==> config.mk <==
export PLATFORM = sky130hd
export DESIGN_NAME = sd_block_sequencer_flat
export DESIGN_NICKNAME = d
export VERILOG_FILES = /design/src/rtl/sd_block_sequencer_if.sv /design/src/rtl/sd_block_sequencer.sv /design/src/flat_wrapper.sv
export SDC_FILE = /design/constraint.sdc
export NUM_CORES = 1
export LEC_CHECK = 0
export ABC_AREA = 1
export CAP_MARGIN = 30
export CORE_MARGIN = 5
export CORE_UTILIZATION = 42
export CTS_CLUSTER_SIZE = 14
export DETAILED_ROUTE_END_ITERATION = 12
export PLACE_DENSITY = 0.75
export RECOVER_POWER = 50
export SYNTH_ARGS = -nofsm -noshare
export SYNTH_HDL_FRONTEND = slang
export SYNTH_SLANG_ARGS = --single-unit
==> constraint.sdc <==
create_clock -name clk_sys -period 2.1 [get_ports clk_sys]
set_clock_uncertainty 0.15 [all_clocks]
set_input_delay 0.315 -clock clk_sys [delete_from_list [all_inputs] [get_ports clk_sys]]
set_output_delay 0.315 -clock clk_sys [all_outputs]
set_load 0.01 [all_outputs]
==> src/rtl/sd_block_sequencer_if.sv <==
// ZPU register side and hps_io block-device side of the SD sector sequencer.
// The slave modport is the sequencer; the master modport is the ZPU/hps_io environment.
interface sd_block_sequencer_if #(
    parameter int ADDR_W = 9
);
    logic              zpu_lba;
    logic              zpu_block_rd;
    logic              zpu_block_wr;
    logic              zpu_io_wr;
    logic              zpu_data_wr;
    logic              zpu_data_rd;
    logic [31:0]       zpu_wdata;

    logic [31:0]       sd_lba;
    logic              sd_rd;
    logic              sd_wr;
    logic              sd_ack;

    logic [ADDR_W-1:0] buf_addr;
    logic              buf_wr;
    logic [7:0]        buf_wdata;

    logic              io_done;
    logic              busy;
    logic              timeout;

    modport master (
        output zpu_lba, zpu_block_rd, zpu_block_wr, zpu_io_wr,
               zpu_data_wr, zpu_data_rd, zpu_wdata, sd_ack,
        input  sd_lba, sd_rd, sd_wr, buf_addr, buf_wr, buf_wdata,
               io_done, busy, timeout
    );

    modport slave (
        input  zpu_lba, zpu_block_rd, zpu_block_wr, zpu_io_wr,
               zpu_data_wr, zpu_data_rd, zpu_wdata, sd_ack,
        output sd_lba, sd_rd, sd_wr, buf_addr, buf_wr, buf_wdata,
               io_done, busy, timeout
    );
endinterface

==> src/rtl/sd_block_sequencer.sv <==
// Sequences ZPU-initiated SD sector transfers against the hps_io handshake and
// owns port B of the 512-byte sector buffer.
module sd_block_sequencer #(
    parameter int ADDR_W         = 9,
    parameter int TIMEOUT_CYCLES = 2**24
) (
    input  logic                clk_sys,
    input  logic                reset,
    sd_block_sequencer_if.slave bus
);
    localparam int               CNT_W    = $clog2(TIMEOUT_CYCLES + 1);
    localparam logic [CNT_W-1:0] CNT_LAST = CNT_W'(TIMEOUT_CYCLES - 1);

    typedef enum logic [1:0] {
        S_IDLE,
        S_REQ,
        S_XFER
    } state_t;

    state_t            r_state;
    state_t            w_state_nx;

    logic              r_data_wr_d1;
    logic              r_data_wr_d2;
    logic              r_data_rd_q;
    logic              r_blk_rd_q;
    logic              r_blk_wr_q;

    logic              w_data_wr_evt;
    logic              w_data_rd_evt;
    logic              w_blk_rd_rise;
    logic              w_blk_wr_rise;

    logic [31:0]       r_sd_lba;
    logic              r_sd_rd;
    logic              r_sd_wr;
    logic              r_io_done;
    logic              r_busy;
    logic              r_timeout;
    logic [CNT_W-1:0]  r_cnt;

    logic              w_sd_rd_nx;
    logic              w_sd_wr_nx;
    logic              w_io_done_nx;
    logic              w_timeout_nx;
    logic [CNT_W-1:0]  w_cnt_nx;

    logic [ADDR_W-1:0] r_buf_addr;
    logic              r_buf_wr;
    logic [7:0]        r_buf_wdata;

    assign w_data_wr_evt = r_data_wr_d1 & ~r_data_wr_d2;
    assign w_data_rd_evt = r_data_rd_q & ~bus.zpu_data_rd;
    assign w_blk_rd_rise = bus.zpu_block_rd & ~r_blk_rd_q;
    assign w_blk_wr_rise = bus.zpu_block_wr & ~r_blk_wr_q;

    always_ff @(posedge clk_sys) begin
        if (reset) begin
            r_data_wr_d1 <= 1'b0;
            r_data_wr_d2 <= 1'b0;
            r_data_rd_q  <= 1'b0;
            r_blk_rd_q   <= 1'b0;
            r_blk_wr_q   <= 1'b0;
        end else begin
            r_data_wr_d1 <= bus.zpu_data_wr;
            r_data_wr_d2 <= r_data_wr_d1;
            r_data_rd_q  <= bus.zpu_data_rd;
            r_blk_rd_q   <= bus.zpu_block_rd;
            r_blk_wr_q   <= bus.zpu_block_wr;
        end
    end

    // ZPU data accesses only reach the buffer or LBA register while no transfer runs.
    always_ff @(posedge clk_sys) begin
        if (reset) begin
            r_sd_lba    <= '0;
            r_buf_addr  <= '0;
            r_buf_wr    <= 1'b0;
            r_buf_wdata <= '0;
        end else begin
            r_buf_wr <= 1'b0;
            if (w_data_wr_evt && !r_busy) begin
                if (bus.zpu_lba) begin
                    r_sd_lba <= bus.zpu_wdata;
                end else begin
                    r_buf_wr    <= 1'b1;
                    r_buf_wdata <= bus.zpu_wdata[7:0];
                end
            end
            if (bus.zpu_io_wr) begin
                r_buf_addr <= '0;
            end else if (r_buf_wr || (w_data_rd_evt && !r_busy)) begin
                r_buf_addr <= r_buf_addr + ADDR_W'(1);
            end
        end
    end

    always_ff @(posedge clk_sys) begin
        if (reset) begin
            r_state   <= S_IDLE;
            r_sd_rd   <= 1'b0;
            r_sd_wr   <= 1'b0;
            r_io_done <= 1'b1;
            r_busy    <= 1'b0;
            r_timeout <= 1'b0;
            r_cnt     <= '0;
        end else begin
            r_state   <= w_state_nx;
            r_sd_rd   <= w_sd_rd_nx;
            r_sd_wr   <= w_sd_wr_nx;
            r_io_done <= w_io_done_nx;
            r_busy    <= (w_state_nx != S_IDLE);
            r_timeout <= w_timeout_nx;
            r_cnt     <= w_cnt_nx;
        end
    end

    // A read edge beats a simultaneous write edge; request edges outside IDLE are dropped.
    always_comb begin
        w_state_nx   = r_state;
        w_sd_rd_nx   = r_sd_rd;
        w_sd_wr_nx   = r_sd_wr;
        w_io_done_nx = r_io_done;
        w_timeout_nx = r_timeout;
        w_cnt_nx     = r_cnt;
        case (r_state)
            S_IDLE: begin
                if (w_blk_rd_rise || w_blk_wr_rise) begin
                    w_sd_rd_nx   = w_blk_rd_rise;
                    w_sd_wr_nx   = ~w_blk_rd_rise;
                    w_io_done_nx = 1'b0;
                    w_timeout_nx = 1'b0;
                    w_cnt_nx     = '0;
                    w_state_nx   = S_REQ;
                end
            end
            S_REQ: begin
                if (bus.sd_ack) begin
                    w_sd_rd_nx = 1'b0;
                    w_sd_wr_nx = 1'b0;
                    w_state_nx = S_XFER;
                end else if (r_cnt == CNT_LAST) begin
                    w_sd_rd_nx   = 1'b0;
                    w_sd_wr_nx   = 1'b0;
                    w_timeout_nx = 1'b1;
                    w_io_done_nx = 1'b1;
                    w_state_nx   = S_IDLE;
                end else begin
                    w_cnt_nx = r_cnt + CNT_W'(1);
                end
            end
            S_XFER: begin
                if (!bus.sd_ack) begin
                    w_io_done_nx = 1'b1;
                    w_state_nx   = S_IDLE;
                end
            end
            default: begin
                w_sd_rd_nx   = 1'b0;
                w_sd_wr_nx   = 1'b0;
                w_io_done_nx = 1'b1;
                w_state_nx   = S_IDLE;
            end
        endcase
    end

    assign bus.sd_lba    = r_sd_lba;
    assign bus.sd_rd     = r_sd_rd;
    assign bus.sd_wr     = r_sd_wr;
    assign bus.buf_addr  = r_buf_addr;
    assign bus.buf_wr    = r_buf_wr;
    assign bus.buf_wdata = r_buf_wdata;
    assign bus.io_done   = r_io_done;
    assign bus.busy      = r_busy;
    assign bus.timeout   = r_timeout;
endmodule

==> src/flat_wrapper.sv <==
// flat-port wrapper written by rule: the top's interface ports become plain ports
module sd_block_sequencer_flat 
#(
    parameter int ADDR_W         = 9,
    parameter int TIMEOUT_CYCLES = 2**24
)
  (clk_sys, reset, bus_zpu_lba, bus_zpu_block_rd, bus_zpu_block_wr, bus_zpu_io_wr, bus_zpu_data_wr, bus_zpu_data_rd, bus_zpu_wdata, bus_sd_ack, bus_sd_lba, bus_sd_rd, bus_sd_wr, bus_buf_addr, bus_buf_wr, bus_buf_wdata, bus_io_done, bus_busy, bus_timeout);
  sd_block_sequencer_if #(.ADDR_W(ADDR_W)) bus_i ();
  input  logic clk_sys;
  input  logic reset;
  input wire logic [$bits(bus_i.zpu_lba)-1:0] bus_zpu_lba;
  input wire logic [$bits(bus_i.zpu_block_rd)-1:0] bus_zpu_block_rd;
  input wire logic [$bits(bus_i.zpu_block_wr)-1:0] bus_zpu_block_wr;
  input wire logic [$bits(bus_i.zpu_io_wr)-1:0] bus_zpu_io_wr;
  input wire logic [$bits(bus_i.zpu_data_wr)-1:0] bus_zpu_data_wr;
  input wire logic [$bits(bus_i.zpu_data_rd)-1:0] bus_zpu_data_rd;
  input wire logic [$bits(bus_i.zpu_wdata)-1:0] bus_zpu_wdata;
  input wire logic [$bits(bus_i.sd_ack)-1:0] bus_sd_ack;
  output wire logic [$bits(bus_i.sd_lba)-1:0] bus_sd_lba;
  output wire logic [$bits(bus_i.sd_rd)-1:0] bus_sd_rd;
  output wire logic [$bits(bus_i.sd_wr)-1:0] bus_sd_wr;
  output wire logic [$bits(bus_i.buf_addr)-1:0] bus_buf_addr;
  output wire logic [$bits(bus_i.buf_wr)-1:0] bus_buf_wr;
  output wire logic [$bits(bus_i.buf_wdata)-1:0] bus_buf_wdata;
  output wire logic [$bits(bus_i.io_done)-1:0] bus_io_done;
  output wire logic [$bits(bus_i.busy)-1:0] bus_busy;
  output wire logic [$bits(bus_i.timeout)-1:0] bus_timeout;
  assign bus_i.zpu_lba = bus_zpu_lba;
  assign bus_i.zpu_block_rd = bus_zpu_block_rd;
  assign bus_i.zpu_block_wr = bus_zpu_block_wr;
  assign bus_i.zpu_io_wr = bus_zpu_io_wr;
  assign bus_i.zpu_data_wr = bus_zpu_data_wr;
  assign bus_i.zpu_data_rd = bus_zpu_data_rd;
  assign bus_i.zpu_wdata = bus_zpu_wdata;
  assign bus_i.sd_ack = bus_sd_ack;
  assign bus_sd_lba = bus_i.sd_lba;
  assign bus_sd_rd = bus_i.sd_rd;
  assign bus_sd_wr = bus_i.sd_wr;
  assign bus_buf_addr = bus_i.buf_addr;
  assign bus_buf_wr = bus_i.buf_wr;
  assign bus_buf_wdata = bus_i.buf_wdata;
  assign bus_io_done = bus_i.io_done;
  assign bus_busy = bus_i.busy;
  assign bus_timeout = bus_i.timeout;
  sd_block_sequencer #(.ADDR_W(ADDR_W), .TIMEOUT_CYCLES(TIMEOUT_CYCLES)) u_core (.clk_sys(clk_sys), .reset(reset), .bus(bus_i));
endmodule
Word-level counts from Yosys, hierarchy flattened
Index checks and enable logic that the tools add are counted.
{ "totals": {"input_bits": 41, "out_inout_bits": 55, "wordCells": 77, "ff_bits": 87} }
{ "classes": {"bitwise_logic": 12, "eq_ne": 9, "reduce_logical": 16, "muxes": 22, "n_addsub": 2} }
{ "op_table": {"columns": ["op", "n"], "rows": [
  ["25-bit two-way mux", 3],
  ["25-bit case mux with 2 select lines", 1],
  ["25-bit by 1-bit adder with 25-bit output, second input constant", 1],
  ["25-bit by 24-bit equality test with 1-bit output, second input constant", 1],
  ["4-bit AND reduction", 3],
  ["9-bit by 1-bit adder with 9-bit output, second input constant", 1],
  ["1-bit two-way mux", 9],
  ["1-bit case mux with 3 select lines", 3],
  ["2-bit two-way mux", 4],
  ["1-bit inverter", 8],
  ["2-bit != test, second input constant", 3],
  ["2-bit case mux with 3 select lines", 1],
  ["1-bit bitwise AND", 4],
  ["2-bit by 1-bit != test with 1-bit output, second input constant", 2],
  ["2-bit AND reduction", 2],
  ["2-bit nonzero test", 2],
  ["2-bit OR reduction", 2],
  ["3-bit by 2-bit != test with 1-bit output, second input constant", 1],
  ["3-bit AND reduction", 1],
  ["2-bit by 1-bit equality test with 1-bit output, second input constant", 1],
  ["2-bit equality test, second input constant", 1],
  ["1-bit logical AND", 2],
  ["2-bit logical NOT", 1],
  ["1-bit logical OR", 2],
  ["other kinds (2)", 2]
]} }

Logic depth before layout (Yosys ltp)
Gate-level depths: netlist of the first run.
{ "depth": {"depth_word": 6, "depth_mapped": 13, "depth_no_buf": 12} }

Worst setup path before layout of the first run
No wires, ideal clock.
{ "synth_timing": {"kind": "register to register", "startpoint": "register u_core.r_cnt[0]", "endpoint": "register u_core.r_cnt[2]", "t_arrival_ps": 1570, "n_path_buf": 1, "period_less_slack_ps": 1852, "path_stages_with_launch": 12, "setup_slack_ps": 248, "setup_ps": 132, "t_required_ps": 1818, "cell_sequence": "dfxtp_1 > ha_1 > inv_1 > nor2_4 > nand2_4 > nor2_8 > nand2_4 > nand2_4 > nand2_2 > buf_2 > nand3_1 > a21oi_1"} }
{ "synth_via": {"elab_chain_len": 4, "word_cells_on_any_way": 7, "classes_between": "add/sub: 1; eq/ne: 2; mux: 3; reduce/logical: 1"} }
{ "synth_rtl": {"columns": ["element", "line_no", "text"], "rows": [
  ["from (decl)", "sd_block_sequencer.sv:40", "logic [CNT_W-1:0] r_cnt;"],
  ["from (signal assigned)", "sd_block_sequencer.sv:114", "r_cnt <= w_cnt_nx;"],
  ["25-bit by 1-bit adder with 25-bit output", "sd_block_sequencer.sv:149", "w_cnt_nx = r_cnt + CNT_W'(1);"],
  ["25-bit two-way mux", "sd_block_sequencer.sv:142", "end else if (r_cnt == CNT_LAST) begin"],
  ["25-bit two-way mux", "sd_block_sequencer.sv:138", "if (bus.sd_ack) begin"],
  ["25-bit case mux with 2 select lines", "sd_block_sequencer.sv:126", "case (r_state)"]
]} }
Several ways; a longest one is shown, not always the timed one. The select of a mux whose other input is x is not followed.
A chain may end at the register's enable or synchronous reset.

Worst setup path in the final report of the first run
{ "layout_timing": {"startpoint": "register u_core.r_cnt[0]", "endpoint": "register u_core.r_cnt[14]"} }
Same word-level chain as after synthesis.

==> out/summary.txt, run 1 <==
Initial Utilization: 42.7%
Chip Width: 107 um
Synth cell count leaders: nor2_1, nand2_1, dfxtp_1
Yosys cell types: 30
Final min period: 1.93 ns
First-pass GRT wire length: 16700 um
Pint: 2640 uW
CP max stage delay: 0.35 ns
Area Overhead vs Synth: 33.7%
Total routed wirelength: 9890 um
MaxCap Viol Count: 0
Post-synth ARST share: 0%
Largest net degree at the start of global routing: 42
Arrival @ worst endpoint: 2.05 ns
Residual DRC count: 0
Crit-path most repeated cell: nand2_4
Final WS setup: 0.171 ns
Average size of a mapped cell: 7.07 sq um
Pwr/cell area: 674 nW/um^2
Final worst-path cycle share: 91.9%
Number of flops mapped to enable cells by yosys: 0
Leading area contributor after synthesis: dfxtp_1
Hold Crit Start: u_core.r_data_wr_d1$_SDFF_PP0_
RSZ-0062 raised after global routing: false
H-tree depth: 3
Syn Nets: 599
Vias: 3758
GR Util All Layers: 18.0%
# setup viols final: 0
Initial DRC count: 151
Core box area: 9200 sq um
Overall Power: 3540 uW
TritonCTS clock tree: built
Placed cells: 755
Compound-Gate Fraction of Synth Area: 10.3%
Number of global-route vias before repair: 3794
CTS Buffer Depth: 2
Gp weighted congestion: 0.829
Sw power: 906 uW
Total CTS buffers: 9
Port buffer count: 95
Dpl cell area: 5020 sq um
Design area: 5250 sq um
Synth area leaders: dfxtp_1, nor2_1, nand2_1
Clk_lat worst skew: 0.36 ns
CP cell instances: ha_2 -> inv_1 -> nor2_4 -> nand2_4 -> nor2_8 -> nand2_4 -> nand2_4 -> nand2_2 -> buf_12 -> nand2_1 -> nand2_1 -> clkinv_1 -> nor2_1
Relative slew slack: 55.9%
Antenna violations before repair: 1
CP Class: flip-flop to flip-flop
Clock power frac: 37.9%
Synth Area in Simple Gates: 35.0%
Flops & latches, synth: 87
I/O pins: 96
Drt via density: 4.87
Share of layout cells above drive strength 1: 10.0%
Yosys warns: 0
Drt pass-1 iters: 5
Cells after Synth: 556
Max rail drop VDD: 0.395 mV
XOR/XNOR Fraction of Synth Area: 1.78%
Reg-to-reg critical path startpoint: u_core.r_cnt[0]$_SDFFE_PP0P_
Status: completed
Clk root buf: clkbuf_8
Worst-path clk slew: 0.09 ns
Area share of fa/ha/maj cells after synthesis: 0.637%
Crit. End Element: flip-flop
Drt wl/cell: 12.8 um
Main combinational cell family by area after synthesis: simple AND/OR/NAND/NOR gates
Hold Violations, Final: 0
P_leak: 0.00215 uW
Placement Setup Slack: -0.0153 ns
Switching Share: 25.6%
Combinational share of power: 13.1%
Final setup TNS: 0 ns
DP HPWL: 7130 um
Clk sinks: 87
Final-report max-slew violation count: 0
FMAX: 518 MHz
Worst setup SP type: flip-flop
Worst path required time: 2.22 ns
Max FO, Critical Path: 18
Reg power frac: 49.0%
Post-DRT Antenna Nets: 0
Worst-margin pin slew: 0.662 ns
Mux share of post-synthesis cell area: 0%
Slowest CP cell: dfxtp_1
Die area: 11400 sq um
Syn Std Cell Area: 3930 sq um
Most frequent cell after synthesis: nor2_1
Overflow after GRT: 0
Top_reg_cell synth: dfxtp_1
Nets@finish: 698
Final std cells w/o fill: 772
Seq/Total Area, Yosys: 44.3%
Hold WC Path Type: flip-flop to flip-flop
Vert. Die Dim: 107 um
# rows: 35
Yosys top cell area share: 44.3%
Crit path from: u_core.r_cnt[0]$_SDFFE_PP0P_
-- state kept, by name, indices dropped and copies added, names as in the netlist, 2 cells and up --
register / cells
u_core.bus.sd_lba: 32
u_core.r_cnt: 25
u_core.bus.buf_addr: 9
u_core.bus.buf_wdata: 8
u_core.r_state: 2
-- logic make-up after synthesis --
family	count (synthesis)
xor+xnor	8
compound gates	78
fa+ha+maj	2
flops	87
buf+inv	77
simple gates	304
-- worst max-delay path, delay by kind of cell (launching register included) --
kind | cells | cell delay, ns
simple gates | 9 | 0.83
flops | 1 | 0.35
fa+ha+maj | 1 | 0.21
buf+inv | 3 | 0.28
-- metal layers --
layer	vias to the layer above	track usage (%)	share of wire, %
li1	1938	-	-
met1	1714	20.1	42
met2	91	29.4	47
met3	15	8.97	10
met4	0	6.76	1.6
met5	-	0	0
-- timing repair --
action,in CTS,in global routing
endpoints found under the setup margin,0,21
hold buffers,0,0
resized for setup,0,2
buffers inserted,0,0
hold endpoints to repair,0,0
-- through the flow --
stage	utilization, %	hold WS [ns]
floorplan	-	0.261
detailed placement	54.6	0.284
global placement	54.6	0.271
CTS	57.1	0.297
finish	57.1	0.292
global route	57.1	0.332
-- worst paths after layout --
path                                     to  slack (ns)  cells past startpoint
max           u_core.r_cnt[14]$_SDFFE_PP0P_        0.17                     13
min          u_core.r_data_wr_d2$_SDFF_PP0_        0.29                      2
max reg2reg   u_core.r_cnt[14]$_SDFFE_PP0P_        0.17                     13
min reg2reg  u_core.r_data_wr_d2$_SDFF_PP0_        0.29                      2
-- cell type report --
type	count	area [sq um]
multi-input cells	392	1880
fillers	868	3940
repair buffers	106	1040
flip-flops and latches	87	1740
diodes	1	2.50
inverters	59	221
clock inverters	6	91.3
well taps	111	139
clock buffers	10	138
-- power groups by stage --
stage	Sequential, uW	Combinational, uW	Clock (uW)
2_1_floorplan	1790	211	0
3_3_place_gp	1770	462	0
3_5_place_dp	1770	469	0
4_1_cts	1740	474	1370
5_1_grt	1740	509	1440
6_report	1740	464	1340
-- cells in the final DEF (no fill, tap or decap), drive strengths merged --
cell type / netlist / layout
xor2: 8 / 8
and2: 1 / 1
o21a: 2 / 2
ha: 2 / 2
dlygate4sd3: 0 / 17
dfxtp: 87 / 87
clkdlybuf4s50: 0 / 78
nand2: 116 / 116
and3: 1 / 1
o21ai: 47 / 47
nand3: 27 / 27
clkbuf: 13 / 11
o21ba: 1 / 1
clkinv: 10 / 12
diode: 0 / 1
buf: 5 / 10
nor2: 143 / 143
a21oi: 28 / 28
or2: 2 / 2
bufinv: 0 / 2
nand4: 9 / 9
nor3: 5 / 5
inv: 49 / 51
(Power assumes the default switching activity.)
==> inputs of run 2 (changes only) <==
- CTS_CLUSTER_DIAMETER: unset -> 200
==> results of run 2 <==
The final DEF is identical to that of run 1; final timing and power are the same.
